$ cat src/rtl/salamander_stack_pkg.sv
// Shared types and sizing helpers for the call/return stack controller.
package salamander_stack_pkg;

    typedef enum logic [2:0] {
        ST_IDLE     = 3'd0,
        ST_PUSH     = 3'd1,
        ST_POP      = 3'd2,
        ST_POP_LAST = 3'd3,
        ST_FIN      = 3'd4
    } stack_ctrl_state_t;

    localparam int STACK_SIZE_DFLT = 4;
    localparam int STACK_CAPACITY  = (2 ** STACK_SIZE_DFLT) - 1;

    // Number of stack words that make up one return-address frame.
    function automatic int nibbles(input int pc_width, input int data_size);
        return pc_width / data_size;
    endfunction

    // One address is reserved by the STACK, so usable capacity is 2**size-1 words.
    function automatic int stack_capacity(input int stack_size);
        return (2 ** stack_size) - 1;
    endfunction

endpackage

$ cat src/rtl/stack_call_ctrl.sv
// Call/return sequencer: splits a return address into stack words on CALL,
// reassembles it on RET, and guards the STACK against overflow/underflow.
module stack_call_ctrl
    import salamander_stack_pkg::*;
#(
    parameter int DATA_SIZE  = 4,
    parameter int STACK_SIZE = 4,
    parameter int PC_WIDTH   = 8
) (
    input  logic                  CLK,
    input  logic                  RSTN,
    input  logic                  CALL_REQ,
    input  logic                  RET_REQ,
    input  logic [PC_WIDTH-1:0]   PC_IN,
    input  logic                  ERR_CLR,
    output logic [PC_WIDTH-1:0]   RET_PC,
    output logic                  BUSY,
    output logic                  DONE,
    output logic                  OVF_ERR,
    output logic                  UNF_ERR,
    output logic                  SYNC_ERR,
    output logic [STACK_SIZE-1:0] FRAMES,
    output logic                  STK_W,
    output logic                  STK_R,
    output logic [DATA_SIZE-1:0]  STK_DATA_WR,
    input  logic [DATA_SIZE-1:0]  STK_DATA_RD,
    input  logic                  STK_FULL,
    input  logic                  STK_EMPTY
);

    localparam int NIB   = nibbles(PC_WIDTH, DATA_SIZE);
    localparam int CAP   = stack_capacity(STACK_SIZE);
    localparam int IDX_W = (NIB > 1) ? $clog2(NIB) : 1;
    localparam int OCC_W = STACK_SIZE + 1;

    localparam logic [OCC_W-1:0] NIB_OCC  = OCC_W'(NIB);
    localparam logic [OCC_W-1:0] CAP_OCC  = OCC_W'(CAP);
    localparam logic [OCC_W-1:0] OCC_ONE  = OCC_W'(1);
    localparam logic [OCC_W-1:0] OCC_ZERO = OCC_W'(0);
    localparam logic [IDX_W-1:0] IDX_LAST = IDX_W'(NIB - 1);
    localparam logic [IDX_W-1:0] IDX_ZERO = IDX_W'(0);
    localparam logic [IDX_W-1:0] IDX_ONE  = IDX_W'(1);

    stack_ctrl_state_t     state_q;
    logic [OCC_W-1:0]      occ_q;
    logic [STACK_SIZE-1:0] frames_q;
    logic [IDX_W-1:0]      idx_q;
    logic [PC_WIDTH-1:0]   pc_q;
    logic [PC_WIDTH-1:0]   asm_q;
    logic [PC_WIDTH-1:0]   ret_pc_q;
    logic [DATA_SIZE-1:0]  stk_data_wr_q;
    logic                  stk_w_q;
    logic                  stk_r_q;
    logic                  busy_q;
    logic                  done_q;
    logic                  ovf_q;
    logic                  unf_q;
    logic                  sync_q;

    logic call_go_s;
    logic ret_go_s;
    logic call_fit_s;
    logic ret_fit_s;
    logic sync_set_s;
    logic ovf_d;
    logic unf_d;
    logic sync_d;

    // Request arbitration, capacity checks and sticky-flag next state (a new error beats ERR_CLR).
    always_comb begin
        call_go_s  = (state_q == ST_IDLE) && CALL_REQ;
        ret_go_s   = (state_q == ST_IDLE) && !CALL_REQ && RET_REQ;
        call_fit_s = (occ_q + NIB_OCC) <= CAP_OCC;
        ret_fit_s  = occ_q >= NIB_OCC;
        if (state_q == ST_IDLE) begin
            sync_set_s = (STK_EMPTY != (occ_q == OCC_ZERO)) || (STK_FULL != (occ_q == CAP_OCC));
        end else begin
            sync_set_s = 1'b0;
        end
        ovf_d  = (call_go_s && !call_fit_s) || (ovf_q && !ERR_CLR);
        unf_d  = (ret_go_s && !ret_fit_s) || (unf_q && !ERR_CLR);
        sync_d = sync_set_s || (sync_q && !ERR_CLR);
    end

    // Sequencer FSM: owns stack strobes, occupancy, frame count and the returned address.
    always_ff @(posedge CLK or negedge RSTN) begin
        if (!RSTN) begin
            state_q       <= ST_IDLE;
            occ_q         <= OCC_ZERO;
            frames_q      <= STACK_SIZE'(0);
            idx_q         <= IDX_ZERO;
            pc_q          <= PC_WIDTH'(0);
            asm_q         <= PC_WIDTH'(0);
            ret_pc_q      <= PC_WIDTH'(0);
            stk_data_wr_q <= DATA_SIZE'(0);
            stk_w_q       <= 1'b0;
            stk_r_q       <= 1'b0;
            busy_q        <= 1'b0;
            done_q        <= 1'b0;
            ovf_q         <= 1'b0;
            unf_q         <= 1'b0;
            sync_q        <= 1'b0;
        end else begin
            ovf_q  <= ovf_d;
            unf_q  <= unf_d;
            sync_q <= sync_d;
            done_q <= 1'b0;
            case (state_q)
                ST_IDLE: begin
                    if (call_go_s && call_fit_s) begin
                        state_q       <= ST_PUSH;
                        busy_q        <= 1'b1;
                        stk_w_q       <= 1'b1;
                        pc_q          <= PC_IN;
                        stk_data_wr_q <= PC_IN[DATA_SIZE-1:0];
                        idx_q         <= IDX_ZERO;
                    end else if (ret_go_s && ret_fit_s) begin
                        state_q <= ST_POP;
                        busy_q  <= 1'b1;
                        stk_r_q <= 1'b1;
                        asm_q   <= PC_WIDTH'(0);
                        idx_q   <= IDX_ZERO;
                    end else if (call_go_s || ret_go_s) begin
                        // Rejected request: no stack access, just report completion.
                        state_q <= ST_FIN;
                        done_q  <= 1'b1;
                    end else begin
                        state_q <= ST_IDLE;
                    end
                end
                ST_PUSH: begin
                    occ_q <= occ_q + OCC_ONE;
                    if (idx_q == IDX_LAST) begin
                        state_q       <= ST_FIN;
                        stk_w_q       <= 1'b0;
                        stk_data_wr_q <= DATA_SIZE'(0);
                        busy_q        <= 1'b0;
                        done_q        <= 1'b1;
                        frames_q      <= frames_q + STACK_SIZE'(1);
                    end else begin
                        idx_q         <= idx_q + IDX_ONE;
                        stk_data_wr_q <= DATA_SIZE'(pc_q >> (DATA_SIZE * (int'(idx_q) + 1)));
                    end
                end
                ST_POP: begin
                    occ_q <= occ_q - OCC_ONE;
                    // Read data trails the R strobe by one cycle; most significant word arrives first.
                    if (idx_q != IDX_ZERO) begin
                        asm_q[(NIB - int'(idx_q)) * DATA_SIZE +: DATA_SIZE] <= STK_DATA_RD;
                    end
                    if (idx_q == IDX_LAST) begin
                        state_q <= ST_POP_LAST;
                        stk_r_q <= 1'b0;
                    end else begin
                        idx_q <= idx_q + IDX_ONE;
                    end
                end
                ST_POP_LAST: begin
                    state_q  <= ST_FIN;
                    ret_pc_q <= asm_q | PC_WIDTH'(STK_DATA_RD);
                    busy_q   <= 1'b0;
                    done_q   <= 1'b1;
                    frames_q <= frames_q - STACK_SIZE'(1);
                end
                ST_FIN: begin
                    state_q <= ST_IDLE;
                end
                default: begin
                    state_q       <= ST_IDLE;
                    stk_w_q       <= 1'b0;
                    stk_r_q       <= 1'b0;
                    stk_data_wr_q <= DATA_SIZE'(0);
                    busy_q        <= 1'b0;
                end
            endcase
        end
    end

    assign RET_PC      = ret_pc_q;
    assign BUSY        = busy_q;
    assign DONE        = done_q;
    assign OVF_ERR     = ovf_q;
    assign UNF_ERR     = unf_q;
    assign SYNC_ERR    = sync_q;
    assign FRAMES      = frames_q;
    assign STK_W       = stk_w_q;
    assign STK_R       = stk_r_q;
    assign STK_DATA_WR = stk_data_wr_q;

endmodule
$ cat config.mk
export PLATFORM = sky130hd
export DESIGN_NAME = stack_call_ctrl
export DESIGN_NICKNAME = d
export VERILOG_FILES = /design/src/rtl/salamander_stack_pkg.sv /design/src/rtl/stack_call_ctrl.sv
export SDC_FILE = /design/constraint.sdc
export NUM_CORES = 1
export LEC_CHECK = 0
export CAP_MARGIN = 10
export CORE_MARGIN = 8
export CORE_UTILIZATION = 55
export DETAILED_ROUTE_END_ITERATION = 8
export PLACE_DENSITY = 0.83
export SKIP_CTS_REPAIR_TIMING = 1
export SLEW_MARGIN = 25
export SYNTH_ARGS = -nofsm -noshare
export SYNTH_HDL_FRONTEND = slang
export SYNTH_SLANG_ARGS = --single-unit
$ cat constraint.sdc
create_clock -name CLK -period 3.55 [get_ports CLK]
set_input_delay 0.355 -clock CLK [delete_from_list [all_inputs] [get_ports CLK]]
set_output_delay 0.355 -clock CLK [all_outputs]
set_load 0.005 [all_outputs]
=== Yosys cells after proc, flatten, opt, wreduce, memory -nomap -nowiden ===
Index checks and enable logic that the tools add are counted.

* Register bits: 48
* Output and inout port bits: 23
* Logic and storage cells: 119
* Bits of input ports: 19

* Add/subtract/negate cells: 9
* Muxes and demuxes: 35
* Bitwise logic cells: 4
* $lt $le $gt $ge: 2
* Reduce and logical (&&, ||, !) cells: 38
* Equal/unequal tests: 13
* Shift operators: 3

{| class="wikitable"
|+ Operators by type and width
! cell !! count
|-
| negation 5 -> 33 bit || 1
|-
| variable shift 4 x 33 -> 8 bit, first input constant || 1
|-
| indexed part select 4 x 33 -> 8 bit || 1
|-
| two-way mux 8 bit || 3
|-
| one-hot mux 8 bit (2 select lines) || 1
|-
| two-way mux 3 bit || 5
|-
| two-way mux 1 bit || 13
|-
| two-way mux 4 bit || 3
|-
| one-hot mux 1 bit (3 select lines) || 4
|-
| one-hot mux 3 bit (4 select lines) || 1
|-
| one-hot mux 4 bit (3 select lines) || 1
|-
| logical AND 1 bit || 10
|-
| one-hot mux 5 bit (2 select lines) || 1
|-
| AND reduction 2 bit || 5
|-
| bitwise mux 8 bit || 1
|-
| bitwise OR 8 x 4 -> 8 bit || 1
|-
| one-hot mux 4 bit (2 select lines) || 1
|-
| AND reduction 4 bit || 2
|-
| nonzero test 2 bit || 4
|-
| >> shifter 8 x 4 -> 4 bit || 1
|-
| equality test 3 x 2 -> 1 bit, second input constant || 2
|-
| != test 2 bit, second input constant || 3
|-
| AND reduction 3 bit || 2
|-
| OR reduction 3 bit || 2
|-
| 23 further kinds || 35
|}

=== Depth between registers and ports, before layout ===
Gate-level depths: netlist of the first run.

* Depth in word-level cells: 8
* Mapped depth: 12
* Mapped depth without buffers: 11

=== Worst setup path after synthesis of the first run ===
No wires, ideal clock.

* Path kind: register -> register
* Start point: register state_q[2]
* End point: register frames_q[3] (netlist: FRAMES[3])
* Arrival: 1974 ps
* Data required time: 3427 ps
* Period minus slack after synthesis: 2097 ps
* Cell stages (with the launch flop): 13
* Slack: 1453 ps
* Path buffers: 1
* Cell sequence: dfrtp_1 buf_6 inv_2 nand2_1 a21oi_4 nand2_4 inv_1 ha_1 a21o_1 a21oi_1 xnor2_1 nand2_1 xnor2_1

* Cells in the longest elaborated chain, start to end: 3

{| class="wikitable"
|+ RTL lines
! element !! RTL line !! text
|-
| from (decl) || stack_call_ctrl.sv:44 || <nowiki>stack_ctrl_state_t state_q;</nowiki>
|-
| from (signal assigned) || stack_call_ctrl.sv:88 || <nowiki>state_q <= ST_IDLE;</nowiki>
|-
| from (signal assigned) || stack_call_ctrl.sv:111 || <nowiki>state_q <= ST_PUSH;</nowiki>
|-
| from (signal assigned) || stack_call_ctrl.sv:118 || <nowiki>state_q <= ST_POP;</nowiki>
|-
| equality test 3 x 1 -> 1 bit / equality test 3 x 2 -> 1 bit (equally long branches) || stack_call_ctrl.sv:108 || <nowiki>case (state_q)</nowiki>
|-
| != test 2 bit (no source line) / nonzero test 2 bit (equally long branches) || - ||
|-
| AND reduction 2 bit (no source line) || - ||
|-
| to (signal assigned) || stack_call_ctrl.sv:139 || <nowiki>frames_q <= frames_q + STACK_SIZE'(1);</nowiki>
|-
| to (signal assigned) || stack_call_ctrl.sv:163 || <nowiki>frames_q <= frames_q - STACK_SIZE'(1);</nowiki>
|-
| to (decl) || stack_call_ctrl.sv:46 || <nowiki>logic [STACK_SIZE-1:0] frames_q;</nowiki>
|}

Several ways; a longest one is shown, not always the timed one.
A chain may end at the register's enable or synchronous reset.

=== Final worst setup path of the first run ===
* Start point: register state_q[1]
* End point: register frames_q[3] (netlist: FRAMES[3])

Same word-level chain as after synthesis.

==> results of run 1 <==
[metal layers]
layer / global-route usage / wire length, µm / part of all wire
met1: 0.179 / 1880 / 0.43
met2: 0.267 / 2200 / 0.50
met3: 0.0380 / 242 / 0.055
met4: 0.0481 / 51 / 0.012
met5: 0 / 0 / 0
[cells in the mapped netlist, drive strengths merged, types with 3 or more instances]
cell and number:
nand3 5, nor2 5, buf 5, nor3 3
nand3b 3, ha 8, dfrtp 40, a21oi 9
a32o 4, xnor2 10, inv 16, a21o 4
o21ai 10, nand2 12, a22o 4, mux2 18
[cell families (layout without fill, tap and decap cells)]
| kind of cell | Yosys count | count (layout) | share of synthesized area |
|---|---|---|---|
| AOI/OAI and AO/OA | 38 | 38 | 0.145 |
| xor gates and xnor gates | 11 | 11 | 0.0457 |
| adders and majority gates | 10 | 10 | 0.0665 |
| buffers and inverters | 22 | 65 | 0.0552 |
| DFF | 40 | 40 | 0.475 |
| muxes | 20 | 20 | 0.113 |
| and+or+nand+nor | 36 | 36 | 0.0992 |
[worst max-delay path, stage by stage (launching register included)]
cell,delay (ns)
sky130_fd_sc_hd__dfrtp_1,0.69
sky130_fd_sc_hd__inv_1,0.24
sky130_fd_sc_hd__a21oi_4,0.32
sky130_fd_sc_hd__nand2_4,0.15
sky130_fd_sc_hd__inv_1,0.13
sky130_fd_sc_hd__ha_1,0.24
sky130_fd_sc_hd__a21o_1,0.18
sky130_fd_sc_hd__a21oi_1,0.17
sky130_fd_sc_hd__xnor2_1,0.13
sky130_fd_sc_hd__nand2_1,0.08
sky130_fd_sc_hd__xnor2_1,0.13
[area by class of cell]
cell class                 count  area (µm²)
fill                         247        1060
sequential                    40        1000
multi-input combinational    115         990
timing repair buffer          41         405
clock buffer                   5        68.8
inverter                      16        60.1
tap                           48        60.1
clock inverter                 3        18.8
[flip-flops by register name, summed over array words and instances, names as in the netlist, 3 cells and up]
register     cells
FRAMES           4
RET_PC           8
STK_DATA_WR      4
asm_q            4
occ_q            5
pc_q             4
state_q          3
[metrics by stage]
step,cells,utilization,total power (µW),area (µm²),worst slack [ns]
final,268,0.711,2410,2600,0.962
after global routing,268,0.711,2600,2600,0.737
after CTS,268,0.711,2430,2600,0.945
after detailed placement,260,0.687,2130,2520,0.940
after global placement,260,0.687,2050,2520,1.10
after floorplan,177,-,1720,2110,1.45
[worst paths after layout]
kind                        endpoint  startpoint  slack (ns)  depth (start not counted)
min reg2reg                FRAMES[3]   FRAMES[3]        0.48                          1
min in group CLK           FRAMES[3]   FRAMES[3]        0.48                          1
max in group asynchronous   occ_q[1]        RSTN        2.83                          1
min                        FRAMES[3]        RSTN        0.17                          1
max                        FRAMES[3]  state_q[1]        0.96                         10
max reg2reg                FRAMES[3]  state_q[1]        0.96                         10
[cells in the final DEF (no fill, tap or decap), types with 5 or more instances in the layout]
cell type	n
sky130_fd_sc_hd__clkdlybuf4s50_1	40
sky130_fd_sc_hd__mux2_2	13
sky130_fd_sc_hd__o21ai_0	9
sky130_fd_sc_hd__a21oi_1	7
sky130_fd_sc_hd__nor2_1	5
sky130_fd_sc_hd__dfrtp_1	40
sky130_fd_sc_hd__ha_1	8
sky130_fd_sc_hd__nand2_1	11
sky130_fd_sc_hd__inv_1	15
sky130_fd_sc_hd__clkbuf_8	5
sky130_fd_sc_hd__xnor2_1	10
[report_power, final]
group          leakage, µW  switching, µW  total [µW]  internal, µW
clock            0.0000479            161         298           137
sequential        0.000495            229         893           664
combinational     0.000645            532        1220           688
==> results.md, run 1 <==
- The floorplan step defined a die boundary enclosing 6070 µm².
- Of the post-synthesis cell area, the dominant cell type holds 0.475.
- The share of the Yosys chip area taken by registers is 0.475.
- The number of I/O pins is 42.
- The post-synthesis instance total is 177.
- For this design, the sink count on the clock tree is 40.
- Of all flip-flops after synthesis, the portion carrying an async set or reset was 1.00.
- For the pin with the worst max-slew slack, the measured transition is 0.875 ns.
- The run finished with clean final reports.
- The average wire per cell in the routed design is 16.3 µm.
- Relative to the synthesized area, the layout overhead comes to 23.6%.
- The die is 77.9 µm wide.
- Along the worst path, the maximum fanout reaches 13.
- The repair_antennas step left the layout with diodes totalling 0.
- The nature of the critical path endpoint is a flop.
- Clock-pin slew was measured on the worst setup and hold paths at 0.08 ns.
- The required time of the critical path is 3.74 ns.
- Setup violations remaining at the end of the flow were counted as 0.
- The number of antenna violations at the first check in global routing is 0.
- The detailed-route via count is 1467.
- The placer's final routability congestion estimate is 0.919.
- The worst path in the final design needs a cycle of 2.59 ns, including I/O delays and setup.
- Setup repair after global routing left no endpoint under its margin.
- For this run, the total global-route usage over all layers was measured as 0.153.
- The number of port buffers is 41.
- The remaining global-route overflow is 0.
- In the routed design, unresolved DRC markers number 0.
- For this run, the leading register cell type out of synthesis is sky130_fd_sc_hd__dfrtp_1.
- Max-cap violations in this run came to 0.
- Yosys attributes the largest share of cell area to sky130_fd_sc_hd__dfrtp_1 (48%), sky130_fd_sc_hd__mux2_2 (6.9%), sky130_fd_sc_hd__ha_1 (4.8%).
- The CTS buffer count is 5.
- Setup total negative slack on the finished layout was measured at 0 ns.
- The wire length of the first global-routing pass is 7620 µm.
- The count of nets left with antenna violations once routing finished came out at 0.
- STA puts the critical path data arrival time at 2.77 ns.
- The proportion of layout cells with a drive suffix above 1 is 0.164.
- The final number of hold-violating endpoints is 0.
- The static leakage is 0.00119 µW.
- The count of TritonRoute iterations in the first routing pass is 4.
- The root buffer cell chosen for the clock tree is sky130_fd_sc_hd__clkbuf_8.
- The number of global-route vias before repair is 1615.
- Clock skew on the completed layout was measured at 0.00434 ns.
- Averaged over all synthesized cells, the footprint is 11.9 µm².
- Dividing total power by cell area gives a power density of 926 nW/µm².
- The number of nets handed over by synthesis was 206.
- In this run, synthesis inferred 0 flip-flops with an integrated enable.
- The number of vias per cell is 5.47.
- Synthesis instantiated 42 different standard cells from the library.
- The critical path start-end classification is reg2reg.
- The total half-perimeter wirelength after legalization and detailed placement is 3300 µm.
- No sink is reached through more buffers than the 2 on the longest clock path.
- The clock reaches the later pin of the worst-skew pair after 0.29 ns.
- The clock tree from TritonCTS is built.
- The worst setup path is launched from a flop.
- sky130_fd_sc_hd__dfrtp_1 takes more of the synthesized area than any other cell.
- The count of final max-slew check failures came to 0.
- The summed instance area of the synthesized netlist is 2110 µm².
- The routed wire length is 4380 µm.
- The net count of the finished layout is 248.
- The number of violations reported at the end of detailed-routing iteration 0 is 69.
- The region available for standard cell placement spans 3660 µm².
- Entering global routing, the biggest net connects 41 pins.
- The number of rows created at floorplan is 22.
- The worst hold path class is in2async.
- In this run the tightest slew margin relative to its limit is 0.416.
- In this run the number of H-tree levels came out at 2.
- The height of the die is 77.9 µm.
- On the final layout, the worst hold slack is 0.174 ns.
- VDD sags by at most 0.549 mV.
- The warning count from the yosys run is 0.
- In the finished design, the share of the clock period the worst path needs comes to 0.729.
- For this configuration, the core starts out at a cell density of 0.576.
- The flip-flop and latch count after synthesis is 40.
- The fmax is 386 MHz.
No activity file was read; power rests on OpenSTA's default activity.
==> inputs of run 2 (changes only) <==
--- a/config.mk
+++ b/config.mk
@@ -7,9 +7,9 @@
 export LEC_CHECK = 0
 export CAP_MARGIN = 10
 export CORE_MARGIN = 8
-export CORE_UTILIZATION = 55
+export CORE_UTILIZATION = 51
 export DETAILED_ROUTE_END_ITERATION = 8
-export PLACE_DENSITY = 0.83
+export PLACE_DENSITY = 0.78
 export SKIP_CTS_REPAIR_TIMING = 1
 export SLEW_MARGIN = 25
 export SYNTH_ARGS = -nofsm -noshare
==> constraint.sdc (replaced) <==
create_clock -name CLK -period 2.51 [get_ports CLK]
set_input_delay 0.251 -clock CLK [delete_from_list [all_inputs] [get_ports CLK]]
set_output_delay 0.251 -clock CLK [all_outputs]
set_load 0.005 [all_outputs]
==> results.md, run 2 (synthesis gave the netlist of run 1 again) <==
- The pin count of the biggest net entering global routing was 41 (unchanged).
- The count of TritonRoute iterations in the first routing pass came to 4 (unchanged).
- The placer's final routability congestion estimate is 0.888 (-3.3%).
- The worst register-to-register path begins at state_q[2].
- The insertion delay to the later sink of the worst-skew pair was 0.29 ns (about the same).
- The worst hold path class is in2async.
- The nature of the critical path endpoint is a flop.
- The setup slack at placement is 0.267 ns (-0.673 ns).
- Setup repair after global routing left no endpoint under its margin.
- The endpoint of the worst-slack reg-to-reg timing path is occ_q[4].
- The CTS buffer count is 5 (unchanged).
- The layout net count is 251 (+1.2%).
- The proportion of layout cells with a drive suffix above 1 is 0.171 (+0.00753).
- The total routing resource utilization after global routing was 0.143 (-0.0102).
- The max capacitance violation total came to 0 (unchanged).
- TritonCTS built the clock tree.
- The power per unit of standard cell area was 1360 nW/µm² (+46%).
- The required time of the critical path is 2.73 ns (-1.01 ns).
- The number of cell instances on the worst register-to-register path was 8 (-2).
- The number of I/O pins was 42 (unchanged).
- The number of antenna violations at the first check in global routing is 0 (unchanged).
- The clock slew seen by the registers of the worst setup and hold paths is 0.08 ns (about the same).
- The fmax is 434 MHz (+12%).
- The starting density of the core is 0.527 (-0.0488).
- The worst clock skew on the final layout is 0.00948 ns (+0.00514 ns).
- The final routed DRC violation total is 0 (unchanged).
- The height of the die came to 80.3 µm (+3.1%).
- The TritonCTS sink count is 40 (unchanged).
- The core footprint came to 4000 µm² (+9.3%).
- The final antenna diode count is 0 (unchanged).
- The arrival time reported for the critical path endpoint is 2.52 ns (-0.25 ns).
- The number of port buffers is 41 (unchanged).
- The wire length of the first global-routing pass is 7260 µm (-4.7%).
- The slew at the pin closest to its max-slew limit is 0.895 ns (+0.0192 ns).
- The number of violations reported at the end of detailed-routing iteration 0 came to 64 (-7.2%).
- The average wire per cell in the routed design is 16.3 µm (-0.50%).
- The area occupied by multi-input gates came to 990 µm² (unchanged).
- The post-route antenna net violation count is 0 (unchanged).
- The number of flip-flops in the largest register is 8 (unchanged).
- The routed wire length is 4420 µm (+0.98%).
- The CTS root buffer is sky130_fd_sc_hd__clkbuf_8.
- The run finished with clean final reports.
- The static leakage is 0.00122 µW (+2.6%).
- The register area is 1000 µm² (unchanged).
- The most critical setup path has its startpoint at state_q[2].
- The total half-perimeter wirelength after legalization and detailed placement came to 3370 µm (+1.9%).
- The register-to-register path setup slack is 0.21 ns (-0.76 ns).
- In the layout the commonest cells are sky130_fd_sc_hd__dfrtp_1 (40), sky130_fd_sc_hd__clkdlybuf4s50_1 (40), sky130_fd_sc_hd__inv_1 (15).
- The number of setup violations in the final report is 0 (unchanged).
- The width of the die was 80.3 µm (+3.1%).
- The remaining global-route overflow is 0 (unchanged).
- The number of filler instances in the final layout is 295 (+19%).
- The worst voltage drop across the vdd grid is 0.638 mV (+16%).
- The number of rows created at floorplan was 23 (+4.5%).
- The count of final max-slew check failures was 0 (unchanged).
- The final cell utilization of the core came to 0.668 (-0.0437).
- The slack of the critical path was 0.205 ns (-0.757 ns).
- The worst setup path is launched from a flop.
- The final number of hold-violating endpoints is 0 (unchanged).
- The number of global-route vias before repair is 1494 (-7.5%).
- The highest net fanout along the worst path was 9 (-4).
- The final critical delay including setup and external delays came to 2.30 ns (-0.283 ns).
- The level count of the clock H-tree is 2 (unchanged).
- The final cycle utilization of the critical path is 0.918 (+0.189).
- The number of vias per cell is 5.46 (-0.26%).
- The die outline area came to 6440 µm² (+6.2%).
- The worst relative slew slack is 0.404 (-0.0128).
- The sum of negative setup slack came to 0 ns (unchanged).
- The detailed-route via count is 1485 (+1.2%).
- The maximum root-to-sink buffer count is 2 (unchanged).
- The growth of design area from synthesis to finish is 26.7%.
- The critical path in this run is classified as reg2reg.
## run 2: cell count changes in the layout (fill, tap and decap cells not counted), sizes merged
cell,previous run,this run
bufinv,0,2
buf,1,4
clkinv,3,0
## run 2: critical path, cell delays in order (launching register included)
cell                      delay, ns
sky130_fd_sc_hd__dfrtp_1       0.50
sky130_fd_sc_hd__nor2_1        0.26
sky130_fd_sc_hd__nand2_1       0.14
sky130_fd_sc_hd__inv_1         0.23
sky130_fd_sc_hd__ha_1          0.32
sky130_fd_sc_hd__a21o_1        0.19
sky130_fd_sc_hd__a21oi_1       0.18
sky130_fd_sc_hd__mux2i_1       0.28
sky130_fd_sc_hd__xnor2_1       0.15
## run 2: final cells by class
class | count | share of cell area
multi-input combinational | 115 | 0.371
timing repair buffer | 44 | 0.160
sequential | 40 | 0.375
clock inverter | 2 | 0.0225
inverter | 16 | 0.0225
tap | 50 | 0.0234
clock buffer | 5 | 0.0258
## run 2: how the worst max path moves through the flow
stage                      to  slack (ns)  depth (start not counted)
detailed placement   occ_q[3]        0.27                          8
finish               occ_q[4]        0.21                          8
floorplan           FRAMES[3]        0.41                         12
global placement     occ_q[4]        0.35                          8
CTS                  occ_q[4]        0.19                          8
global route         occ_q[4]        0.05                          8
## run 2: power breakdown
| part | switching (µW) | total [µW] | internal [µW] |
|---|---|---|---|
| clock | 220 | 612 | 391 |
| combinational | 796 | 1790 | 991 |
| sequential | 280 | 1220 | 940 |
## run 2: routing by layer
metal	wire (µm)	global-route usage
met1	1890	0.172
met2	2220	0.236
met3	246	0.0424
met4	61	0.0491
met5	0	0
## run 2: stage by stage
step | hold slack (ns) | cells | power [µW] | area [µm²]
after floorplan | -0.0446 | 177 | 2430 | 2110
after global placement | 0.403 | 265 | 2930 | 2540
after detailed placement | 0.425 | 265 | 3030 | 2540
after CTS | 0.109 | 272 | 3660 | 2670
after global routing | 0.145 | 272 | 3880 | 2670
final | 0.0746 | 272 | 3620 | 2670
==> inputs of run 3 (changes only) <==
--- a/config.mk
+++ b/config.mk
@@ -9,6 +9,7 @@
 export CORE_MARGIN = 8
 export CORE_UTILIZATION = 51
 export DETAILED_ROUTE_END_ITERATION = 8
+export MAX_ROUTING_LAYER = met4
 export PLACE_DENSITY = 0.78
 export SKIP_CTS_REPAIR_TIMING = 1
 export SLEW_MARGIN = 25
==> results.md, run 3 (synthesis gave the netlist of run 1 again) <==
- The flow ran to the end, and the final reports show no timing, DRC or antenna violations.
- The number of port buffers was 41 (unchanged).
- The max capacitance violation total is 0 (unchanged).
- The nature of the critical path endpoint is a flop.
- Tracing the worst setup path back leads to its startpoint at state_q[0].
- The slew at the pin closest to its max-slew limit is 0.864 ns (-0.0305 ns).
- The internal portion of total power is 2230 µW (-4.2%).
- The arrival time reported for the critical path endpoint is 2.52 ns (about the same).
- The worst clock skew on the final layout is 0.00387 ns (-0.00561 ns).
- The total half-perimeter wirelength after legalization and detailed placement is 3520 µm (+4.6%).
- The worst relative slew slack is 0.424 (+0.0204).
- The worst hold path class is in2async.
- The total design power is 3540 µW (-2.2%).
- The tree is rooted in a sky130_fd_sc_hd__clkbuf_8.
- The number of buffers and inverters on the critical path was 1 (unchanged).
- The number of antenna violations at the first check in global routing was 0 (unchanged).
- The library cells used most frequently in the layout, excluding fill and tap cells, are sky130_fd_sc_hd__dfrtp_1 (40), sky130_fd_sc_hd__clkdlybuf4s50_1 (40), sky130_fd_sc_hd__inv_1 (15).
- The wire length of the first global-routing pass is 7670 µm (+5.7%).
- The remaining global-route overflow was 0 (unchanged).
- The height of the die is 80.3 µm (unchanged).
- The count of TritonRoute iterations in the first routing pass is 4 (unchanged).
- The pin count of the biggest net entering global routing is 41 (unchanged).
- The TritonCTS sink count is 40 (unchanged).
- The share of power burned in registers is 0.349 (+0.012).
- The combinational group share of total power is 0.504 (+0.010).
- The critical-path cell with the highest stage delay is sky130_fd_sc_hd__dfrtp_1.
- The hold slack is 0.0618 ns (-0.0128 ns).
- The power per unit of standard cell area is 1330 nW/µm² (-1.6%).
- The number of global-route vias before repair came to 1615 (+8.1%).
- The critical path is of the reg2reg type.
- The final number of hold-violating endpoints is 0 (unchanged).
- The CTS buffer count is 5 (unchanged).
- The routed wire length was 4580 µm (+3.7%).
- The final routed DRC violation total is 0 (unchanged).
- The die outline area is 6440 µm² (unchanged).
- The proportion of layout cells with a drive suffix above 1 is 0.175 (+0.00372).
- The power share of the clock group is 0.147 (-0.022).
- The worst flop-to-flop path startpoint is state_q[0].
- The detailed-route via count is 1485 (unchanged).
- The number of rows created at floorplan is 23 (unchanged).
- The starting density of the core is 0.527 (unchanged).
- The highest net fanout along the worst path was 9 (unchanged).
- The area growth from synthesis to layout is 25.9%.
- The delay of the slowest critical-path stage was 0.49 ns (about the same).
- The fmax is 436 MHz (+0.48%).
- The clock slew seen by the registers of the worst setup and hold paths came to 0.08 ns (about the same).
- The final cycle utilization of the critical path was 0.914 (-0.00434).
- The required time of the critical path was 2.74 ns (about the same).
- The width of the die came to 80.3 µm (unchanged).
- The total net switching power is 1310 µW (+1.2%).
- The top cell family by delay on the critical path is flip-flops.
- The count of final max-slew check failures is 0 (unchanged).
- The worst voltage drop across the vdd grid came to 0.596 mV (-6.6%).
- The total routing resource utilization after global routing is 0.158 (+0.0151).
- The core footprint came to 4000 µm² (unchanged).
- The final critical delay including setup and external delays is 2.29 ns (-0.0109 ns).
- STA classifies the critical path startpoint as a flop.
- The static leakage was 0.00121 µW (-0.83%).
- The layout net count is 251 (unchanged).
- The average wire per cell in the routed design is 16.8 µm (+3.3%).
- The clock tree from TritonCTS is built.
- The number of I/O pins came to 42 (unchanged).
- Setup repair after global routing left no endpoint under its margin.
- The number of violations reported at the end of detailed-routing iteration 0 was 53 (-17%).
- The number of flip-flops in the largest register is 8 (unchanged).
- The insertion delay to the later sink of the worst-skew pair is 0.30 ns (about the same).
- The number of setup violations in the final report is 0 (unchanged).
- The critical path goes through nor2_1 -> nand2_1 -> inv_1 -> ha_1 -> a21o_1 -> a21oi_1 -> mux2i_1 -> xnor2_1.
- The final cell utilization of the core was 0.663 (-0.00438).
- The placer's final routability congestion estimate is 0.896 (+0.88%).
- The number of vias per cell is 5.44 (-0.37%).
- The sum of negative setup slack was 0 ns (unchanged).
- The post-place instance area came to 2540 µm² (unchanged).
- The level count of the clock H-tree is 2 (unchanged).
- The post-route antenna net violation count came to 0 (unchanged).
- The final antenna diode count was 0 (unchanged).
- The maximum root-to-sink buffer count was 2 (unchanged).
- The cell area after layout is 2650 µm² (-0.66%).
- The number of filler instances in the final layout is 313 (+6.1%).
- The fraction of power spent switching nets is 0.371 (+0.0128).
run 3: final timing paths:
| path | slack (ns) | to | cells after the start |
|---|---|---|---|
| max reg2reg | 0.22 | occ_q[4] | 8 |
| min in group CLK | 0.48 | FRAMES[3] | 1 |
| min | 0.06 | FRAMES[3] | 1 |
| max in group asynchronous | 1.91 | pc_q[6] | 1 |
| min reg2reg | 0.48 | FRAMES[3] | 1 |
| max | 0.22 | occ_q[4] | 8 |
run 3: power by group through the flow:
| stage | logic [µW] | clock network [µW] | registers (µW) |
|---|---|---|---|
| after CTS | 1810 | 529 | 1230 |
| after detailed placement | 1800 | 0 | 1250 |
| after global routing | 1970 | 561 | 1280 |
| final | 1780 | 520 | 1240 |
| after floorplan | 1300 | 0 | 1130 |
| after global placement | 1730 | 0 | 1220 |
run 3: final cells by class:
| cell class | count | area, µm² | share of cell area |
|---|---|---|---|
| clock buffer | 5 | 68.8 | 0.0259 |
| multi-input combinational | 115 | 990 | 0.373 |
| sequential | 40 | 1000 | 0.377 |
| timing repair buffer | 44 | 428 | 0.161 |
| tap | 50 | 62.6 | 0.0236 |
| inverter | 16 | 60.1 | 0.0226 |
| clock inverter | 3 | 42.5 | 0.0160 |
run 3: metrics by stage:
stage,setup WS (ns),instances
2_1_floorplan,0.413,177
3_3_place_gp,0.292,265
3_5_place_dp,0.213,265
4_1_cts,0.203,273
5_1_grt,0.00757,273
6_report,0.216,273
run 3: worst register-to-register path, cell delays in order (launching register included):
cell and delay [ns]:
sky130_fd_sc_hd__dfrtp_1 0.49, sky130_fd_sc_hd__nor2_1 0.25, sky130_fd_sc_hd__nand2_1 0.15, sky130_fd_sc_hd__inv_1 0.25
sky130_fd_sc_hd__ha_1 0.33, sky130_fd_sc_hd__a21o_1 0.19, sky130_fd_sc_hd__a21oi_1 0.20, sky130_fd_sc_hd__mux2i_1 0.23
sky130_fd_sc_hd__xnor2_1 0.13
run 3: metal layers:
metal / track usage / wire length [µm] / vias up
li1: - / - / 706
met1: 0.167 / 1940 / 737
met2: 0.268 / 2310 / 32
met3: 0.0413 / 231 / 10
met4: 0.0727 / 103 / 0
met5: - / 0 / -
